**src/rtl/ecc_secded_enc_pipe_if.sv**
```systemverilog
// Valid/ready stream and injection-control bundle for the SECDED encoder.
// Codeword width is derived from DATA_WIDTH exactly as the encoder does.
interface ecc_secded_enc_pipe_if #(
    parameter int DATA_WIDTH = 33
);
    function automatic int calc_r(input int dw);
        int r;
        r = 1;
        for (int i = 0; i < 8; i++) begin
            if ((1 << r) < dw + r + 1) r = r + 1;
        end
        return r;
    endfunction

    localparam int R = calc_r(DATA_WIDTH);
    localparam int N = DATA_WIDTH + R + 1;

    logic [DATA_WIDTH-1:0] in_data;
    logic                  in_valid;
    logic                  in_ready;
    logic [N-1:0]          out_data;
    logic                  out_valid;
    logic                  out_ready;
    logic                  out_injected;
    logic                  inj_req;
    logic [1:0]            inj_mode;
    logic [6:0]            inj_pos;
    logic                  inj_bad_pos;
    logic [31:0]           word_count;

    modport master (
        output in_data, in_valid, out_ready, inj_req, inj_mode, inj_pos,
        input  in_ready, out_data, out_valid, out_injected, inj_bad_pos,
        input  word_count
    );

    modport slave (
        input  in_data, in_valid, out_ready, inj_req, inj_mode, inj_pos,
        output in_ready, out_data, out_valid, out_injected, inj_bad_pos,
        output word_count
    );
endinterface

```
**src/rtl/ecc_secded_enc_pipe.sv**
```systemverilog
// Flow-controlled SECDED encoder pipeline with one-shot error injection.
// Whole pipe advances together; flips are applied entering the last stage.
module ecc_secded_enc_pipe #(
    parameter int DATA_WIDTH = 33,
    parameter int LATENCY    = 2,
    parameter bit PINVERT    = 1'b1
) (
    input  logic                clk,
    input  logic                arst_n,
    ecc_secded_enc_pipe_if.slave bus
);
    function automatic int calc_r(input int dw);
        int r;
        r = 1;
        for (int i = 0; i < 8; i++) begin
            if ((1 << r) < dw + r + 1) r = r + 1;
        end
        return r;
    endfunction

    localparam int R = calc_r(DATA_WIDTH);
    localparam int N = DATA_WIDTH + R + 1;

    typedef struct packed {
        logic         vld;
        logic [1:0]   mode;
        logic [6:0]   pos;
        logic [N-1:0] cw;
    } stage_t;

    function automatic logic [N-1:0] encode(input logic [DATA_WIDTH-1:0] d);
        logic [N-1:0] cw;
        logic         p;
        int           j;
        cw = '0;
        j  = 0;
        for (int i = 1; i < N; i++) begin
            if ((i & (i - 1)) != 0) begin
                cw[i] = d[j];
                j = j + 1;
            end
        end
        for (int k = 0; k < R; k++) begin
            p = 1'b0;
            for (int i = 1; i < N; i++) begin
                if (((i >> k) & 1) == 1 && (i & (i - 1)) != 0) p = p ^ cw[i];
            end
            cw[1 << k] = p;
        end
        // bit 0 is still zero here, so this is parity of all other bits
        cw[0] = ^cw;
        if (PINVERT) begin
            cw[0] = ~cw[0];
            for (int k = 0; k < R; k++) cw[1 << k] = ~cw[1 << k];
        end
        return cw;
    endfunction

    function automatic stage_t inject(input stage_t s);
        stage_t r;
        int     p;
        int     p2;
        r  = s;
        p  = int'(s.pos);
        p2 = (p + 1 == N) ? 0 : p + 1;
        if (p >= N) begin
            r.mode = 2'b00;
        end else if (s.mode == 2'b01) begin
            r.cw[p] = ~s.cw[p];
        end else if (s.mode == 2'b10) begin
            r.cw[p]  = ~s.cw[p];
            r.cw[p2] = ~s.cw[p2];
        end
        return r;
    endfunction

    logic [1:0]  rsync_q;
    logic        rst_n;
    stage_t      stg_q [LATENCY];
    stage_t      stg_d [LATENCY];
    logic        armed_q, armed_d;
    logic [1:0]  amode_q, amode_d;
    logic [6:0]  apos_q, apos_d;
    logic        bad_q, bad_d;
    logic [31:0] cnt_q, cnt_d;
    logic        adv;
    logic        accept;
    logic        req_ok;
    logic [1:0]  eff_mode;
    logic [6:0]  eff_pos;

    // Reset asserts immediately, releases two clocks later in this domain
    always_ff @(posedge clk or negedge arst_n) begin
        if (!arst_n) rsync_q <= 2'b00;
        else         rsync_q <= {rsync_q[0], 1'b1};
    end

    assign rst_n = rsync_q[1];

    assign bus.out_data     = stg_q[LATENCY-1].cw;
    assign bus.out_valid    = stg_q[LATENCY-1].vld;
    assign bus.out_injected = |stg_q[LATENCY-1].mode;
    assign bus.in_ready     = bus.out_ready | ~bus.out_valid;
    assign bus.inj_bad_pos  = bad_q;
    assign bus.word_count   = cnt_q;

    // Next state: arming, stage shift with final-stage injection, counter
    always_comb begin
        stg_d    = stg_q;
        armed_d  = armed_q;
        amode_d  = amode_q;
        apos_d   = apos_q;
        bad_d    = bad_q;
        cnt_d    = cnt_q;
        adv      = bus.in_ready;
        accept   = bus.in_valid & bus.in_ready;
        req_ok   = bus.inj_req &
                   (bus.inj_mode == 2'b01 || bus.inj_mode == 2'b10);
        eff_mode = req_ok ? bus.inj_mode : (armed_q ? amode_q : 2'b00);
        eff_pos  = req_ok ? bus.inj_pos : apos_q;
        if (req_ok) begin
            armed_d = 1'b1;
            amode_d = bus.inj_mode;
            apos_d  = bus.inj_pos;
            if (int'(bus.inj_pos) >= N) bad_d = 1'b1;
        end
        if (accept) armed_d = 1'b0;
        if (adv) begin
            stg_d[0].vld  = bus.in_valid;
            stg_d[0].mode = accept ? eff_mode : 2'b00;
            stg_d[0].pos  = eff_pos;
            stg_d[0].cw   = encode(bus.in_data);
            for (int i = 1; i < LATENCY; i++) stg_d[i] = stg_q[i-1];
            stg_d[LATENCY-1] = inject(stg_d[LATENCY-1]);
        end
        if (bus.out_valid && bus.out_ready) cnt_d = cnt_q + 32'd1;
    end

    // State registers
    always_ff @(posedge clk or negedge rst_n) begin
        if (!rst_n) begin
            for (int i = 0; i < LATENCY; i++) stg_q[i] <= '0;
            armed_q <= 1'b0;
            amode_q <= 2'b00;
            apos_q  <= 7'd0;
            bad_q   <= 1'b0;
            cnt_q   <= 32'd0;
        end else begin
            for (int i = 0; i < LATENCY; i++) stg_q[i] <= stg_d[i];
            armed_q <= armed_d;
            amode_q <= amode_d;
            apos_q  <= apos_d;
            bad_q   <= bad_d;
            cnt_q   <= cnt_d;
        end
    end
endmodule

```
**src/flat_wrapper.sv**
```systemverilog
// flat-port wrapper written by rule: the top's interface ports become plain ports
module ecc_secded_enc_pipe_flat 
#(
    parameter int DATA_WIDTH = 33,
    parameter int LATENCY    = 2,
    parameter bit PINVERT    = 1'b1
)
  (clk, arst_n, bus_in_data, bus_in_valid, bus_out_ready, bus_inj_req, bus_inj_mode, bus_inj_pos, bus_in_ready, bus_out_data, bus_out_valid, bus_out_injected, bus_inj_bad_pos, bus_word_count);
  ecc_secded_enc_pipe_if #(.DATA_WIDTH(DATA_WIDTH)) bus_i ();
  input  logic clk;
  input  logic arst_n;
  input wire logic [$bits(bus_i.in_data)-1:0] bus_in_data;
  input wire logic [$bits(bus_i.in_valid)-1:0] bus_in_valid;
  input wire logic [$bits(bus_i.out_ready)-1:0] bus_out_ready;
  input wire logic [$bits(bus_i.inj_req)-1:0] bus_inj_req;
  input wire logic [$bits(bus_i.inj_mode)-1:0] bus_inj_mode;
  input wire logic [$bits(bus_i.inj_pos)-1:0] bus_inj_pos;
  output wire logic [$bits(bus_i.in_ready)-1:0] bus_in_ready;
  output wire logic [$bits(bus_i.out_data)-1:0] bus_out_data;
  output wire logic [$bits(bus_i.out_valid)-1:0] bus_out_valid;
  output wire logic [$bits(bus_i.out_injected)-1:0] bus_out_injected;
  output wire logic [$bits(bus_i.inj_bad_pos)-1:0] bus_inj_bad_pos;
  output wire logic [$bits(bus_i.word_count)-1:0] bus_word_count;
  assign bus_i.in_data = bus_in_data;
  assign bus_i.in_valid = bus_in_valid;
  assign bus_i.out_ready = bus_out_ready;
  assign bus_i.inj_req = bus_inj_req;
  assign bus_i.inj_mode = bus_inj_mode;
  assign bus_i.inj_pos = bus_inj_pos;
  assign bus_in_ready = bus_i.in_ready;
  assign bus_out_data = bus_i.out_data;
  assign bus_out_valid = bus_i.out_valid;
  assign bus_out_injected = bus_i.out_injected;
  assign bus_inj_bad_pos = bus_i.inj_bad_pos;
  assign bus_word_count = bus_i.word_count;
  ecc_secded_enc_pipe #(.DATA_WIDTH(DATA_WIDTH), .LATENCY(LATENCY), .PINVERT(PINVERT)) u_core (.clk(clk), .arst_n(arst_n), .bus(bus_i));
endmodule
```
**config.mk**
```make
export PLATFORM = sky130hd
export DESIGN_NAME = ecc_secded_enc_pipe_flat
export DESIGN_NICKNAME = d
export VERILOG_FILES = /design/src/rtl/ecc_secded_enc_pipe_if.sv /design/src/rtl/ecc_secded_enc_pipe.sv /design/src/flat_wrapper.sv
export SDC_FILE = /design/constraint.sdc
export NUM_CORES = 1
export LEC_CHECK = 0
export CORE_MARGIN = 1
export CORE_UTILIZATION = 45
export CTS_CLUSTER_SIZE = 30
export DETAILED_ROUTE_END_ITERATION = 6
export PLACE_DENSITY = 0.69
export SYNTH_ARGS = -nofsm -noshare
export SYNTH_HDL_FRONTEND = slang
export SYNTH_SLANG_ARGS = --single-unit
```
**constraint.sdc**
```tcl
create_clock -name clk -period 3.73 [get_ports clk]
set_input_delay 0.746 -clock clk [delete_from_list [all_inputs] [get_ports clk]]
set_output_delay 0.746 -clock clk [all_outputs]
set_load 0.01 [all_outputs]
```
==> impl_metrics.yaml, run 1 <==
run_status:
  status: "finished clean"
floorplanning:
  die_height_um: 154
  die_area_um2: 23800
  fp-row-count: 55
  initial_core_util_pct: 46.0
  core_um2: 22700
  ios: 123
  die_w_um: 154
finish:
  fillers: 2149
  final_common_cell: "nand2_1"
  register_area_um2: 3460
  final_cell_count_no_fill: 1638
  drive_above_1_share_pct: 11.8
  n_antenna_cell: 0
  layout_common_cells: "nand2_1 (222), dfrtp_1 (137), clkdlybuf4s50_1 (122), nor2_1 (93), a21oi_1 (77)"
  area_growth_pct: 19.0
  multi_input_area_um2: 6250
  nets: 1390
  fin_util_pct: 54.8
clock_network:
  cts_made_buffers: 17
  root_buffer: "clkbuf_16"
  holdBufCountCts: 0
  clock_latency_ns: 0.44
  cts_setup_buffers: 0
  postCtsResizedCells: 0
  clockBufferDepth: 2
  h-tree-depth: 4
  cts.reportedPaths.clkPinSlew_ns: 0.07
  clock_sinks: 138
  tritoncts: "done"
grt:
  grt_pass1_wl_mm: 56.2
  grt_max_degree: 137
  grt_pass1_vias: 9617
  grt_antenna_before_repair: 0
  grt-ovfl-total: 0
  grt_use_total_pct: 31.1
synth:
  syn-num-nets: 1309
  synth-edff-count: 0
  synth_cell_type_count: 93
  synth_seq_cells: 138
  syn_avg_cell_area_um2: 8.30
  synth_cells: 1259
  syn_area_um2: 10500
  synth-main-ff-cell: "dfrtp_1"
  ys.warnings.count: 0
  yosysSeqAreaShare_pct: 33.0
  async_reset_ff_share_pct: 100
placement:
  dpl.hpwl_mm: 26.3
  pre_cts_ws_ns: 0.485
  routabilityCongestion: 0.993
  port_buffers: 122
  dp.cells: 1606
detailed_routing:
  vias: 10300
  routedWlPerCell_um: 22.2
  drtPass1Iterations: 6
  vias_per_cell: 6.26
  drt-total-wl_mm: 36.3
  drt_iter0_markers: 1111
  remaining_drc_errors: 0
  final_antenna_net_count: 0
sta:
  setup_viol: 0
  rsz0062_at_grt: "no"
  final.setup_skew_ns: 0.0130
  worstMarginPinSlew_ns: 1.05
  report.final.slew_viol_count: 0
  setup_tns_ns: 0
  slew_headroom_pct: 29.6
  finalCriticalPeriod_ns: 3.34
  period_share_pct: 89.6
  worst_slack_ns: 0.388
  max_freq_ghz: 0.299
  whs_ns: 0.355
  hold_violations: 0
worst_setup_path:
  criticalPathCategory: "flop to flop"
  crit_chain: "ha_1 -> nand3_1 -> xnor2_2 -> o31ai_2 -> a211oi_2 -> nand3_1 -> o311ai_0 -> o22ai_1"
  start_kind: "flop"
  cp.required_ns: 4.04
  end_kind: "flop"
  path_max_fanout: 10
  crit_family: "compound AO/OA/AOI/OAI gates"
  slowest_stage: "dfrtp_1"
  worstPathArrival_ns: 3.65
  cp_num_buf_inv: 0
  cp_slowest_stage_delay_ns: 0.55
  cpMostUsedCell: "nand3_1"
run:
  max_cap_violations: 0
pwr:
  leakage_nw: 5.01
  irDropWorstVdd_mv: 0.316
  powerDensity_nw_per_um2: 590
worst_hold_path:
  min_path_type: "flop to flop"
==> registers in the layout, summed over array words and instances, names as in the netlist <==
name,count
u_core.stg_q,52
u_core.bus.out_data,40
u_core.bus.word_count,32
u_core.apos_q,7
u_core.amode_q,2
u_core.rsync_q,2
u_core.armed_q,1
u_core.bus.inj_bad_pos,1
u_core.bus.out_valid,1
==> synthesized netlist by cell type, types with 10 or more instances <==
library cell | n | share of area, %
clkbuf_1 | 48 | 1.7
and3_1 | 26 | 1.6
xnor2_1 | 76 | 6.4
nand3_1 | 38 | 1.8
nor2_1 | 93 | 3.3
or2_2 | 10 | 0.60
mux4_2 | 11 | 2.4
nand4_1 | 11 | 0.66
o21ai_0 | 71 | 3.4
o21a_1 | 10 | 0.72
dfrtp_1 | 138 | 33
a31oi_1 | 13 | 0.78
buf_2 | 14 | 0.67
a211oi_1 | 13 | 0.93
nor3_1 | 23 | 1.1
and2_1 | 10 | 0.60
a21oi_1 | 77 | 3.7
xor2_1 | 21 | 1.8
mux2i_1 | 23 | 2.2
buf_1 | 12 | 0.43
o31ai_1 | 13 | 0.93
nor2b_1 | 12 | 0.72
o211ai_1 | 14 | 1.0
nand2b_1 | 12 | 0.72
inv_1 | 13 | 0.47
buf_4 | 44 | 3.2
nand2_1 | 222 | 8.0
==> final cells by class <==
cell class / count / share of cell area [%]
repair buffers: 187 / 13.9
flip-flops and latches: 138 / 27.8
well taps: 285 / 2.87
multi-input cells: 980 / 50.3
clock inverters: 13 / 1.06
clock buffers: 19 / 3.56
inverters: 16 / 0.483
==> metal layers <==
| metal | track usage (%) | wire length, um |
|---|---|---|
| met3 | 7.45 | 3720 |
| met4 | 13.3 | 1380 |
| met2 | 46.3 | 15700 |
| met1 | 43.0 | 15500 |
| met5 | 0 | 0 |
==> report_power, final <==
part | total, mW | switching (mW) | internal [mW] | leakage [nW]
clock network | 1.71 | 0.760 | 0.952 | 0.277
registers | 2.25 | 0.451 | 1.80 | 1.72
logic | 3.38 | 1.93 | 1.45 | 3.01
==> final timing paths <==
check | endpoint | from | slack, ns | cells past startpoint
max | u_core.bus.out_data[12] | u_core.stg_q[90] | 0.39 | 8
min | u_core.rsync_q[1] | u_core.rsync_q[0] | 0.35 | 0
max reg2reg | u_core.bus.out_data[12] | u_core.stg_q[90] | 0.39 | 8
min reg2reg | u_core.rsync_q[1] | u_core.rsync_q[0] | 0.35 | 0
max in group asynchronous | u_core.bus.out_data[19] | u_core.rsync_q[1] | 2.73 | 1
min in group asynchronous | u_core.bus.word_count[1] | u_core.rsync_q[1] | 0.44 | 1
==> through the flow <==
step | area (um^2) | total power [mW]
after detailed placement | 11900 | 5.57
final | 12400 | 7.34
after floorplan | 10500 | 4.43
after global routing | 12400 | 7.72
after global placement | 11900 | 5.53
after CTS | 12400 | 7.29
==> kinds of logic (layout without fill, tap and decap cells) <==
group           count (synthesis)  count (layout)  share of synthesized area [%]
buf+inv                       141             235                           7.20
other cells                     1               1                         0.0359
xor+xnor                       99              99                           8.50
mux                            44              44                           5.83
compound gates                341             341                           22.8
fa+ha+maj                       7               7                          0.742
flops                         138             138                           33.0
simple gates                  488             488                           21.8
Power figures use the tool's default switching activity.
==> inputs of run 2 (changes only) <==
- CORE_UTILIZATION: 45 -> 52
- GPL_TIMING_DRIVEN: default -> 0
- PLACE_DENSITY: 0.69 -> 0.78
==> run 2 against run 1 <==
The run now ends with negative setup slack left. Non-clock buffer count is 61 higher. Routed wire length grew 22%. Sequential power barely moved. Largest power group unchanged. Combinational power increased by 14%. Worst hold slack worse by 0.012 ns. Largest cell class unchanged. Global-route usage grew 13 points. Critical path depth did not move. Fmax down 14%. Via count up 8.6%. Total power up 7.5%.
==> impl_metrics.yaml, run 2 (same netlist as run 1, synthesis figures left out) <==
run_status:
  status: "finished, violations left"
  violations: "negative setup slack"
worst_setup_path:
  path_max_fanout: 10
  end_kind: "flop"
  start_kind: "flop"
  criticalPathCategory: "flop to flop"
  crit_start: "u_core.stg_q[90]"
  worstPathArrival_ns: 4.17
  reg2reg_slack_ns: -0.16
  worstReg2RegEnd: "u_core.bus.out_data[21]"
  crit_end: "u_core.bus.out_data[21]"
  worst_r2r_path_depth: 8
  r2r-start: "u_core.stg_q[90]"
  cp.required_ns: 4.01
sta:
  worstMarginPinSlew_ns: 1.38
  period_share_pct: 104
  rsz0062_at_grt: "yes"
  final.setup_skew_ns: 0.0177
  max_freq_ghz: 0.257
  worst_slack_ns: -0.159
  finalCriticalPeriod_ns: 3.89
  setup_viol: 5
  whs_ns: 0.343
  report.final.slew_viol_count: 0
  hold_violations: 0
  slew_headroom_pct: 8.06
finish:
  top_register: "u_core.stg_q"
  fin_util_pct: 64.9
  stdcell_area_um2: 12700
  fillers: 1657
  drive_above_1_share_pct: 11.9
  final_cell_count_no_fill: 1681
  nets: 1451
  area_growth_pct: 21.6
  largest_reg_flops: 52
  final_common_cell: "nand2_1"
  layout_common_cells: "nand2_1 (222), dfrtp_1 (137), clkdlybuf4s50_1 (122), nor2_1 (93), a21oi_1 (77)"
clock_network:
  cts_made_buffers: 17
  root_buffer: "clkbuf_16"
  tritoncts: "done"
  h-tree-depth: 4
  clock_sinks: 138
  cts_setup_buffers: 0
  clockBufferDepth: 2
  clock_latency_ns: 0.45
  cts.reportedPaths.clkPinSlew_ns: 0.08
pwr:
  swShare_pct: 45.8
  leakage_nw: 5.12
  power_mw: 7.89
  powerDensity_nw_per_um2: 621
  power_frac_seq_pct: 28.4
  power_switching_mw: 3.62
  clkPwrFrac_pct: 22.8
  irDropWorstVdd_mv: 0.405
  comb_power_share_pct: 48.8
  power.internal_mw: 4.27
floorplanning:
  ios: 123
  die_area_um2: 20700
  initial_core_util_pct: 53.3
  die_height_um: 144
  core_um2: 19600
  die_w_um: 144
  fp-row-count: 51
worst_hold_path:
  min_path_type: "flop to asynchronous set/reset pin"
placement:
  routabilityCongestion: 1.05
  dp.cells: 1648
  place_area_um2: 12100
  port_buffers: 122
  dpl.hpwl_mm: 32.6
grt:
  grt_pass1_wl_mm: 65.3
  grt_antenna_before_repair: 2
  grt_use_total_pct: 44.1
  grt_pass1_vias: 10500
  grt_max_degree: 63
  grt-ovfl-total: 0
detailed_routing:
  drt_iter0_markers: 1494
  routedWlPerCell_um: 26.3
  drtPass1Iterations: 6
  drt-total-wl_mm: 44.3
  final_antenna_net_count: 0
  remaining_drc_errors: 0
  vias_per_cell: 6.63
  vias: 11100
run:
  max_cap_violations: 0
run 2: worst min-delay path by stage:
stage / to / cells past startpoint
6_report: u_core.amode_q[0] / 0
5_1_grt: u_core.bus.out_valid / 0
4_1_cts: u_core.rsync_q[1] / 0
3_5_place_dp: u_core.rsync_q[1] / 0
3_3_place_gp: u_core.rsync_q[1] / 0
2_1_floorplan: u_core.rsync_q[1] / 0
run 2: power groups by stage:
| stage | clock [mW] | combinational, mW | sequential [mW] |
|---|---|---|---|
| final | 1.80 | 3.85 | 2.24 |
| after detailed placement | 0 | 3.68 | 2.23 |
| after global routing | 1.84 | 4.03 | 2.25 |
| after global placement | 0 | 3.60 | 2.24 |
| after CTS | 1.79 | 3.71 | 2.20 |
| after floorplan | 0 | 2.36 | 2.07 |
run 2: worst max-delay path: stages (launching register included):
cell      delay, ns
dfrtp_1        0.45
clkinv_1       0.43
ha_1           0.45
clkbuf_2       0.23
clkbuf_2       0.35
a211oi_1       1.13
nand4_1        0.33
nand3_1        0.20
a41oi_1        0.14
run 2: routing by layer:
layer  up-vias  GRT usage (%)  wire (um)  part of all wire, %
met5         -              0          0                    0
met4         0           25.8       2710                  6.1
met3       210           12.2       5550                   13
met2       830           65.8      19000                   43
met1      5300           57.1      17000                   38
li1       4800              -          -                    -
run 2: through the flow:
stage	setup TNS [ns]	setup WS, ns
after floorplan	0	0.952
after global placement	-3.75	-1.09
after detailed placement	-4.60	-1.06
after CTS	0	0.0229
after global routing	-0.167	-0.0821
final	-0.502	-0.159
run 2: timing repair:
item | 4_1_cts | 5_1_grt
endpoints found under the setup margin | 16 | 5
hold buffers | 0 | 0
resized for setup | 8 | 2
cloned | 0 | 0
run 2: final cells by class:
type                            instances  area, um^2  area share, %
Antenna cell                            2        5.00         0.0394
Buffer                                124         696           5.47
Clock buffer                           17         425           3.35
Clock inverter                         15         194           1.53
Inverter                               16        60.1          0.473
Multi-Input combinational cell        980        6270           49.3
Sequential cell                       138        3460           27.2
Tap cell                              265         332           2.61
Timing Repair Buffer                  124        1270           9.98
